File: src/rtl/lcd_pkg.sv
// Shared constants, FSM state type and small helpers for the LCD text feeder.
package lcd_pkg;

  localparam logic [7:0] LCD_CMD_CLEAR = 8'h01;
  localparam logic [7:0] LCD_CMD_LINE1 = 8'h80;
  localparam logic [7:0] LCD_CMD_LINE2 = 8'hC0;

  localparam logic [7:0] CHR_NL = 8'h0A;
  localparam logic [7:0] CHR_FF = 8'h0C;

  typedef enum logic [2:0] {
    ST_INIT,
    ST_COLLECT,
    ST_ISSUE,
    ST_WAIT_ACCEPT,
    ST_WAIT_DONE
  } lcd_state_t;

  // A newline on line 1 moves to line 2; a newline on line 2 wraps to line 1.
  function automatic logic [7:0] line_cmd(input logic [4:0] cur);
    return (cur < 5'd16) ? LCD_CMD_LINE2 : LCD_CMD_LINE1;
  endfunction

  function automatic logic [31:0] cmd_word(input logic [7:0] cmd);
    return {cmd, 24'h000000};
  endfunction

endpackage

File: src/rtl/lcd_char_fifo.sv
// Byte FIFO with show-ahead read data; DEPTH must be a power of two.
module lcd_char_fifo #(
  parameter int DEPTH = 16
) (
  input  logic       clk,
  input  logic       rst,
  input  logic       push,
  input  logic [7:0] din,
  input  logic       pop,
  output logic [7:0] dout,
  output logic       full,
  output logic       empty
);

  localparam int AW = $clog2(DEPTH);
  localparam logic [AW:0] DEPTH_CNT = (AW+1)'(DEPTH);

  logic [7:0]    mem [DEPTH];
  logic [AW-1:0] wr_ptr;
  logic [AW-1:0] rd_ptr;
  logic [AW:0]   count;
  logic          do_push;
  logic          do_pop;

  assign do_push = push && !full;
  assign do_pop  = pop && !empty;
  assign full    = (count == DEPTH_CNT);
  assign empty   = (count == '0);
  assign dout    = mem[rd_ptr];

  always_ff @(posedge clk) begin
    if (do_push) mem[wr_ptr] <= din;
  end

  always_ff @(posedge clk or posedge rst) begin
    if (rst) begin
      wr_ptr <= '0;
      rd_ptr <= '0;
      count  <= '0;
    end else begin
      if (do_push) wr_ptr <= wr_ptr + 1'b1;
      if (do_pop)  rd_ptr <= rd_ptr + 1'b1;
      case ({do_push, do_pop})
        2'b10:   count <= count + 1'b1;
        2'b01:   count <= count - 1'b1;
        default: ;
      endcase
    end
  end

endmodule

File: src/rtl/lcd_text_feeder.sv
// Streams ASCII text into 32-bit LCD driver transfers, tracking the cursor on a 2x16 display.
//   state          | meaning
//   ST_INIT        | load the power-on clear command
//   ST_COLLECT     | pop bytes into the word buffer, decode newline / clear
//   ST_ISSUE       | wait for LCD_Available, then strobe enableWriting
//   ST_WAIT_ACCEPT | wait for the driver to drop LCD_Available
//   ST_WAIT_DONE   | wait for LCD_Available, update cursor, issue any queued command
module lcd_text_feeder
  import lcd_pkg::*;
#(
  parameter int         FIFO_DEPTH   = 16,
  parameter int         FLUSH_CYCLES = 50000,
  parameter logic [7:0] PAD_CHAR     = 8'h20
) (
  input  logic        clk,
  input  logic        rst,
  input  logic [7:0]  in_char,
  input  logic        in_valid,
  output logic        in_ready,
  input  logic        LCD_Available,
  output logic [31:0] data,
  output logic        selectCD,
  output logic        enableWriting,
  output logic [4:0]  cursor,
  output logic        busy
);

  localparam int FW = $clog2(FLUSH_CYCLES + 1);
  localparam logic [FW-1:0] FLUSH_TC = FW'(FLUSH_CYCLES);
  localparam logic [31:0] PAD_WORD = {4{PAD_CHAR}};

  lcd_state_t    state;
  lcd_state_t    state_next;
  logic          en_next;
  logic [7:0]    fifo_dout;
  logic          fifo_full;
  logic          fifo_empty;
  logic          fifo_pop;
  logic [31:0]   word_buf;
  logic [31:0]   slot_buf;
  logic [1:0]    byte_cnt;
  logic [FW-1:0] flush_cnt;
  logic          flush_fire;
  logic          pend_valid;
  logic [7:0]    pend_cmd;
  logic          is_nl;
  logic          is_ff;
  logic          is_chr;
  logic [4:0]    cursor_adv;
  logic          auto_valid;
  logic [7:0]    auto_cmd;
  logic          next_pend_valid;
  logic [7:0]    next_pend_cmd;

  lcd_char_fifo #(.DEPTH(FIFO_DEPTH)) u_fifo (
    .clk   (clk),
    .rst   (rst),
    .push  (in_valid),
    .din   (in_char),
    .pop   (fifo_pop),
    .dout  (fifo_dout),
    .full  (fifo_full),
    .empty (fifo_empty)
  );

  assign in_ready = !fifo_full;
  assign busy     = !fifo_empty || (byte_cnt != 2'd0) || pend_valid || (state != ST_COLLECT);

  assign is_nl  = (fifo_dout == CHR_NL);
  assign is_ff  = (fifo_dout == CHR_FF);
  assign is_chr = !is_nl && !is_ff;

  assign flush_fire = (state == ST_COLLECT) && fifo_empty && (byte_cnt != 2'd0)
                      && (flush_cnt == FLUSH_TC);

  // Word completion at the end of a line queues the matching address command.
  assign cursor_adv      = cursor + 5'd4;
  assign auto_valid      = selectCD && ((cursor_adv == 5'd16) || (cursor_adv == 5'd0));
  assign auto_cmd        = (cursor_adv == 5'd0) ? LCD_CMD_LINE1 : LCD_CMD_LINE2;
  assign next_pend_valid = pend_valid || auto_valid;
  assign next_pend_cmd   = auto_valid ? auto_cmd : pend_cmd;

  always_comb begin
    slot_buf = word_buf;
    case (byte_cnt)
      2'd0:    slot_buf[31:24] = fifo_dout;
      2'd1:    slot_buf[23:16] = fifo_dout;
      2'd2:    slot_buf[15:8]  = fifo_dout;
      default: slot_buf[7:0]   = fifo_dout;
    endcase
  end

  always_ff @(posedge clk or posedge rst) begin
    if (rst) begin
      state         <= ST_INIT;
      enableWriting <= 1'b0;
    end else begin
      state         <= state_next;
      enableWriting <= en_next;
    end
  end

  always_comb begin
    state_next = state;
    en_next    = 1'b0;
    fifo_pop   = 1'b0;
    case (state)
      ST_INIT: state_next = ST_ISSUE;
      ST_COLLECT: begin
        fifo_pop = !fifo_empty;
        if (fifo_pop && (!is_chr || (byte_cnt == 2'd3))) state_next = ST_ISSUE;
        else if (flush_fire)                             state_next = ST_ISSUE;
      end
      ST_ISSUE: begin
        if (LCD_Available) begin
          en_next    = 1'b1;
          state_next = ST_WAIT_ACCEPT;
        end
      end
      ST_WAIT_ACCEPT: if (!LCD_Available) state_next = ST_WAIT_DONE;
      ST_WAIT_DONE: begin
        if (LCD_Available) state_next = next_pend_valid ? ST_ISSUE : ST_COLLECT;
      end
      default: state_next = ST_INIT;
    endcase
  end

  always_ff @(posedge clk or posedge rst) begin
    if (rst) begin
      data       <= '0;
      selectCD   <= 1'b1;
      cursor     <= '0;
      word_buf   <= PAD_WORD;
      byte_cnt   <= '0;
      flush_cnt  <= '0;
      pend_valid <= 1'b0;
      pend_cmd   <= '0;
    end else begin
      if ((state == ST_COLLECT) && !fifo_pop && (byte_cnt != 2'd0) && !flush_fire)
        flush_cnt <= flush_cnt + 1'b1;
      else
        flush_cnt <= '0;

      case (state)
        ST_INIT: begin
          data     <= cmd_word(LCD_CMD_CLEAR);
          selectCD <= 1'b0;
        end
        ST_COLLECT: begin
          if (fifo_pop) begin
            if (is_ff) begin
              word_buf <= PAD_WORD;
              byte_cnt <= '0;
              data     <= cmd_word(LCD_CMD_CLEAR);
              selectCD <= 1'b0;
            end else if (is_nl) begin
              word_buf <= PAD_WORD;
              byte_cnt <= '0;
              if (byte_cnt != 2'd0) begin
                data       <= word_buf;
                selectCD   <= 1'b1;
                pend_valid <= 1'b1;
                pend_cmd   <= line_cmd(cursor);
              end else begin
                data     <= cmd_word(line_cmd(cursor));
                selectCD <= 1'b0;
              end
            end else if (byte_cnt == 2'd3) begin
              data     <= slot_buf;
              selectCD <= 1'b1;
              word_buf <= PAD_WORD;
              byte_cnt <= '0;
            end else begin
              word_buf <= slot_buf;
              byte_cnt <= byte_cnt + 1'b1;
            end
          end else if (flush_fire) begin
            data     <= word_buf;
            selectCD <= 1'b1;
            word_buf <= PAD_WORD;
            byte_cnt <= '0;
          end
        end
        ST_WAIT_DONE: begin
          if (LCD_Available) begin
            if (selectCD) cursor <= cursor_adv;
            else          cursor <= (data[31:24] == LCD_CMD_LINE2) ? 5'd16 : 5'd0;
            if (next_pend_valid) begin
              data       <= cmd_word(next_pend_cmd);
              selectCD   <= 1'b0;
              pend_valid <= 1'b0;
            end
          end
        end
        default: ;
      endcase
    end
  end

endmodule

File: config.mk
export PLATFORM = sky130hd
export DESIGN_NAME = lcd_text_feeder
export DESIGN_NICKNAME = d
export VERILOG_FILES = /design/src/rtl/lcd_pkg.sv /design/src/rtl/lcd_char_fifo.sv /design/src/rtl/lcd_text_feeder.sv
export SDC_FILE = /design/constraint.sdc
export NUM_CORES = 1
export LEC_CHECK = 0
export BUFFER_PORTS_ARGS = -buffer_cell sky130_fd_sc_hd__clkbuf_2
export CORE_MARGIN = 2
export CORE_UTILIZATION = 61
export CTS_CLUSTER_DIAMETER = 60
export DETAILED_ROUTE_END_ITERATION = 8
export HOLD_SLACK_MARGIN = 0.06
export PLACE_DENSITY = 0.79
export SYNTH_ARGS = -nofsm -noshare
export SYNTH_HDL_FRONTEND = slang
export SYNTH_SLANG_ARGS = --single-unit
File: constraint.sdc
create_clock -name clk -period 4.2 [get_ports clk]
set_input_delay 0.21 -clock clk [delete_from_list [all_inputs] [get_ports clk]]
set_output_delay 0.21 -clock clk [all_outputs]
set_load 0.1 [all_outputs]
==> run_results.csv <==
group,metric,value,unit
logic_synthesis,yosys_warnings,0,
sta,period_share,0.918,
place,io_buffer_count,50,
sta,final-hold-violation-count,0,
global_route,globalRouteMet2Util,0.446,
global_route,grt_antenna_before_repair,0,
logic_synthesis,synth-main-ff-cell,"edfxtp_1",
drt,detailedRoute.firstPassIterationCount,5,
sta,timing.final.max_slew_violations,0,
sta,fin_skew,0.0179,ns
sta,tightestPinTransition,1.12,ns
finish,areaGrowthSynthToFinish,12.0,%
clock_tree,cts_setup_buffers,0,
logic_synthesis,postSynth.asyncResetShare,0.453,
power,pwr_density_cell,820,mW/mm^2
global_route,global_route.usage.met3,0.0367,
place,globalplace.congestion,0.910,
floorplan,initial_utilization,0.623,
finish,num_antenna_cells,0,
critical_path,data_required_critical_path,4.58,ns
logic_synthesis,synth_edf_count,128,
power,static_leakage_power,4.49,nW
logic_synthesis,share_of_the_synthesized_area_in_the_top_cell_type,0.373,
power,power.total,0.00946,W
logic_synthesis,netlist-cell-type-count,66,
logic_synthesis,average_cell_area_after_synthesis,13.7,sq um
floorplan,placeableCoreArea,0.0165,sq mm
critical_path,critical_path_arrival,4.23,ns
clock_tree,skew_pair_late_insertion_delay,0.52,ns
drt,route.final.wire_length,22700,microns
logic_synthesis,netlist_top_cells_area,"edfxtp_1, dfrtp_1, mux4_2, nand2_1, mux2i_1",
clock_tree,num_cts_buffers,24,
clock_tree,cts_resized,0,
run,cap_violations,0,
floorplan,die_w,134,microns
sta,fin_crit,3.86,ns
global_route,grt_overflow_total,0,
global_route,grt_pass1_wl,36700,microns
floorplan,fp.dieArea,0.0179,sq mm
clock_tree,cts_hold_buffers,2,
drt,route.detailed.drc,0,
critical_path,worstSetupEndpointType,"register",
worst_hold_path,min_path_type,"input pin to register",
finish,nets,838,
floorplan,ios,53,
clock_tree,cts_max_level,1,
finish,final_cells,1045,
critical_path,critPathSlowestCell,"o21ai_2",
logic_synthesis,synth-seq-cells,234,
drt,viasPerCell,6.39,
critical_path,critPathMaxStageDelay,0.69,ns
place,place.detailed.hpwl,14800,microns
finish,layout.filler_cells,1093,
global_route,largest_net_degree_at_the_start_of_global_routing,74,
sta,totalNegativeSetupSlack,0,ns
clock_tree,cts-root-buf,"clkbuf_16",
outcome,outcome,"completed",
global_route,grt_most_used_layer,"met2",
sta,max_freq,259,MHz
critical_path,crit_fanout,21,
drt,detail_route.iter0.violations,811,
critical_path,crit_path_start_kind,"register",
clock_tree,clockBufferDepth,3,
logic_synthesis,syn-cell-area,0.0103,sq mm
finish,layout-drive-gt1-share,0.192,
sta,report.final.setup_viol,0,
logic_synthesis,post_synth_inst_count,752,
logic_synthesis,synth_seq_area_share,0.631,
place,dpl.cell_count,999,
critical_path,path_cells,"buf_12, mux4_2, mux2i_1, mux2_2, and3b_1, o211a_1, o21ai_2, nor2b_1, a221o_1",
critical_path,setup.worst_path.class,"register to register",
drt,antenna_left,0,
global_route,grt_util_met1,0.355,
clock_tree,clk_transition_reported_paths,0.06,ns
clock_tree,clkSinkCount,234,
global_route,grt_util_all_layers,0.264,
clock_tree,cts_tree,"done",
sta,slew-limit-headroom,0.250,
drt,wire_per_inst,21.7,microns
floorplan,core.rowCount,47,
global_route,via_count_of_the_first_global_routing_pass,6801,
logic_synthesis,synth.largest_area_cell,"edfxtp_1",
sta,setup_repair_after_global_routing_missed_its_margin,"false",
floorplan,floorplan.die.height,134,microns
drt,detailroute.via_count,6674,
power,max-vdd-ir-drop,0.720,mV
[critical path, delay by kind of cell (launching register included)]
| kind | cells | cell delay [ns] |
|---|---|---|
| AO/OA/AOI/OAI | 3 | 1.43 |
| buffers and inverters | 1 | 0.25 |
| flip-flops | 1 | 0.57 |
| multiplexers | 3 | 1.00 |
| AND/OR/NAND/NOR | 2 | 0.43 |
[cell usage in the layout, fill, tap and decap left out, types with 4 or more instances in the layout]
| master | instances |
|---|---|
| a221oi_1 | 4 |
| xor2_1 | 8 |
| a21oi_1 | 22 |
| nand4_1 | 6 |
| a21o_1 | 4 |
| nor3_1 | 17 |
| a2bb2oi_1 | 11 |
| nor2b_1 | 9 |
| clkbuf_1 | 8 |
| ha_1 | 18 |
| clkbuf_16 | 24 |
| clkbuf_8 | 4 |
| inv_1 | 15 |
| nor2_1 | 53 |
| buf_4 | 12 |
| dfstp_2 | 5 |
| nand3_1 | 17 |
| clkbuf_2 | 50 |
| dfrtp_1 | 100 |
| mux4_2 | 29 |
| edfxtp_1 | 128 |
| mux2i_1 | 23 |
| nand2b_1 | 9 |
| mux2_2 | 4 |
| a22oi_1 | 7 |
| nor4_1 | 4 |
| xnor2_1 | 13 |
| o21ai_0 | 44 |
| and2_1 | 9 |
| nor2_2 | 4 |
| nand2_1 | 67 |
| a22o_1 | 20 |
| or3_1 | 5 |
| a221o_1 | 13 |
[state kept, by name, indices dropped and copies added, names as in the netlist]
| signal | count |
|---|---|
| u_fifo.rd_ptr | 4 |
| state | 3 |
| cursor | 3 |
| u_fifo.wr_ptr | 4 |
| flush_cnt | 16 |
| byte_cnt | 2 |
| u_fifo.count | 5 |
| selectCD | 1 |
| word_buf | 32 |
| enableWriting | 1 |
| pend_cmd | 2 |
| pend_valid | 1 |
| data | 32 |
| u_fifo.mem | 128 |
[worst paths after layout]
kind                                  start           endpoint  slack, ns  cells after the start
min in group asynchronous               rst           data[17]       0.43                      3
setup reg to reg           u_fifo.rd_ptr[0]            data[9]       0.34                      9
max in group asynchronous               rst        word_buf[5]       2.72                      4
hold / removal                   in_char[0]  u_fifo.mem[15][0]       0.11                      1
hold reg to reg                     data[7]            data[7]       0.48                      2
setup / recovery           u_fifo.rd_ptr[0]            data[9]       0.34                      9
[area by class of cell]
type	instances	area (sq um)	area share
flip-flops and latches	234	6500	0.564
multi-input cells	465	3510	0.305
clock buffers	36	686	0.0595
repair buffers	65	380	0.0330
well taps	220	275	0.0239
clock inverters	8	108	0.00933
inverters	17	66.3	0.00575
[stage by stage]
step / area, sq um / hold WS (ns) / util / worst slack (ns)
floorplan: 10300 / 0.273 / - / 0.822
global placement: 10700 / 0.429 / 0.649 / 0.535
detailed placement: 10700 / 0.451 / 0.649 / 0.424
CTS: 11500 / 0.100 / 0.698 / 0.357
global route: 11500 / 0.139 / 0.698 / 0.0772
finish: 11500 / 0.108 / 0.698 / 0.343
[power by group]
part / internal [W] / switching [W] / leakage (nW)
Sequential: 0.00293 / 0.000413 / 2.55
Combinational: 0.00121 / 0.00280 / 1.56
Clock: 0.00126 / 0.000850 / 0.385
[routing by layer]
layer	routed length [microns]	up-vias
li1	-	2929
met1	8980	3314
met2	11200	347
met3	1660	84
met4	890	0
met5	0	-
[cells by family after synthesis]
logic type	Yosys count	share of synthesized area
adders and majority gates	19	0.0238
DFF	234	0.631
AOI/OAI and AO/OA	149	0.104
and+or+nand+nor	217	0.103
other	1	0.000364
muxes	57	0.0913
buffers and inverters	54	0.0278
xor gates and xnor gates	21	0.0179
[cells in the mapped netlist, drive strengths merged, types with 2 or more instances]
master / instances
or3: 5
o31ai: 2
nor3: 17
o21ai: 50
mux2: 5
edfxtp: 128
a221o: 13
a32o: 2
dfrtp: 101
nor2: 57
and2: 9
a22o: 20
and3: 2
o211ai: 3
mux2i: 23
clkbuf: 17
mux4: 29
o22a: 2
nand2b: 10
xnor2: 13
a21oi: 23
buf: 20
dfstp: 5
nand4: 6
nand3: 19
nor4: 5
xor2: 8
nor2b: 10
or4: 3
a21o: 4
or2: 3
ha: 18
a2bb2oi: 11
a221oi: 4
inv: 16
nand2: 67
and3b: 2
a22oi: 8
(Power assumes the default switching activity.)
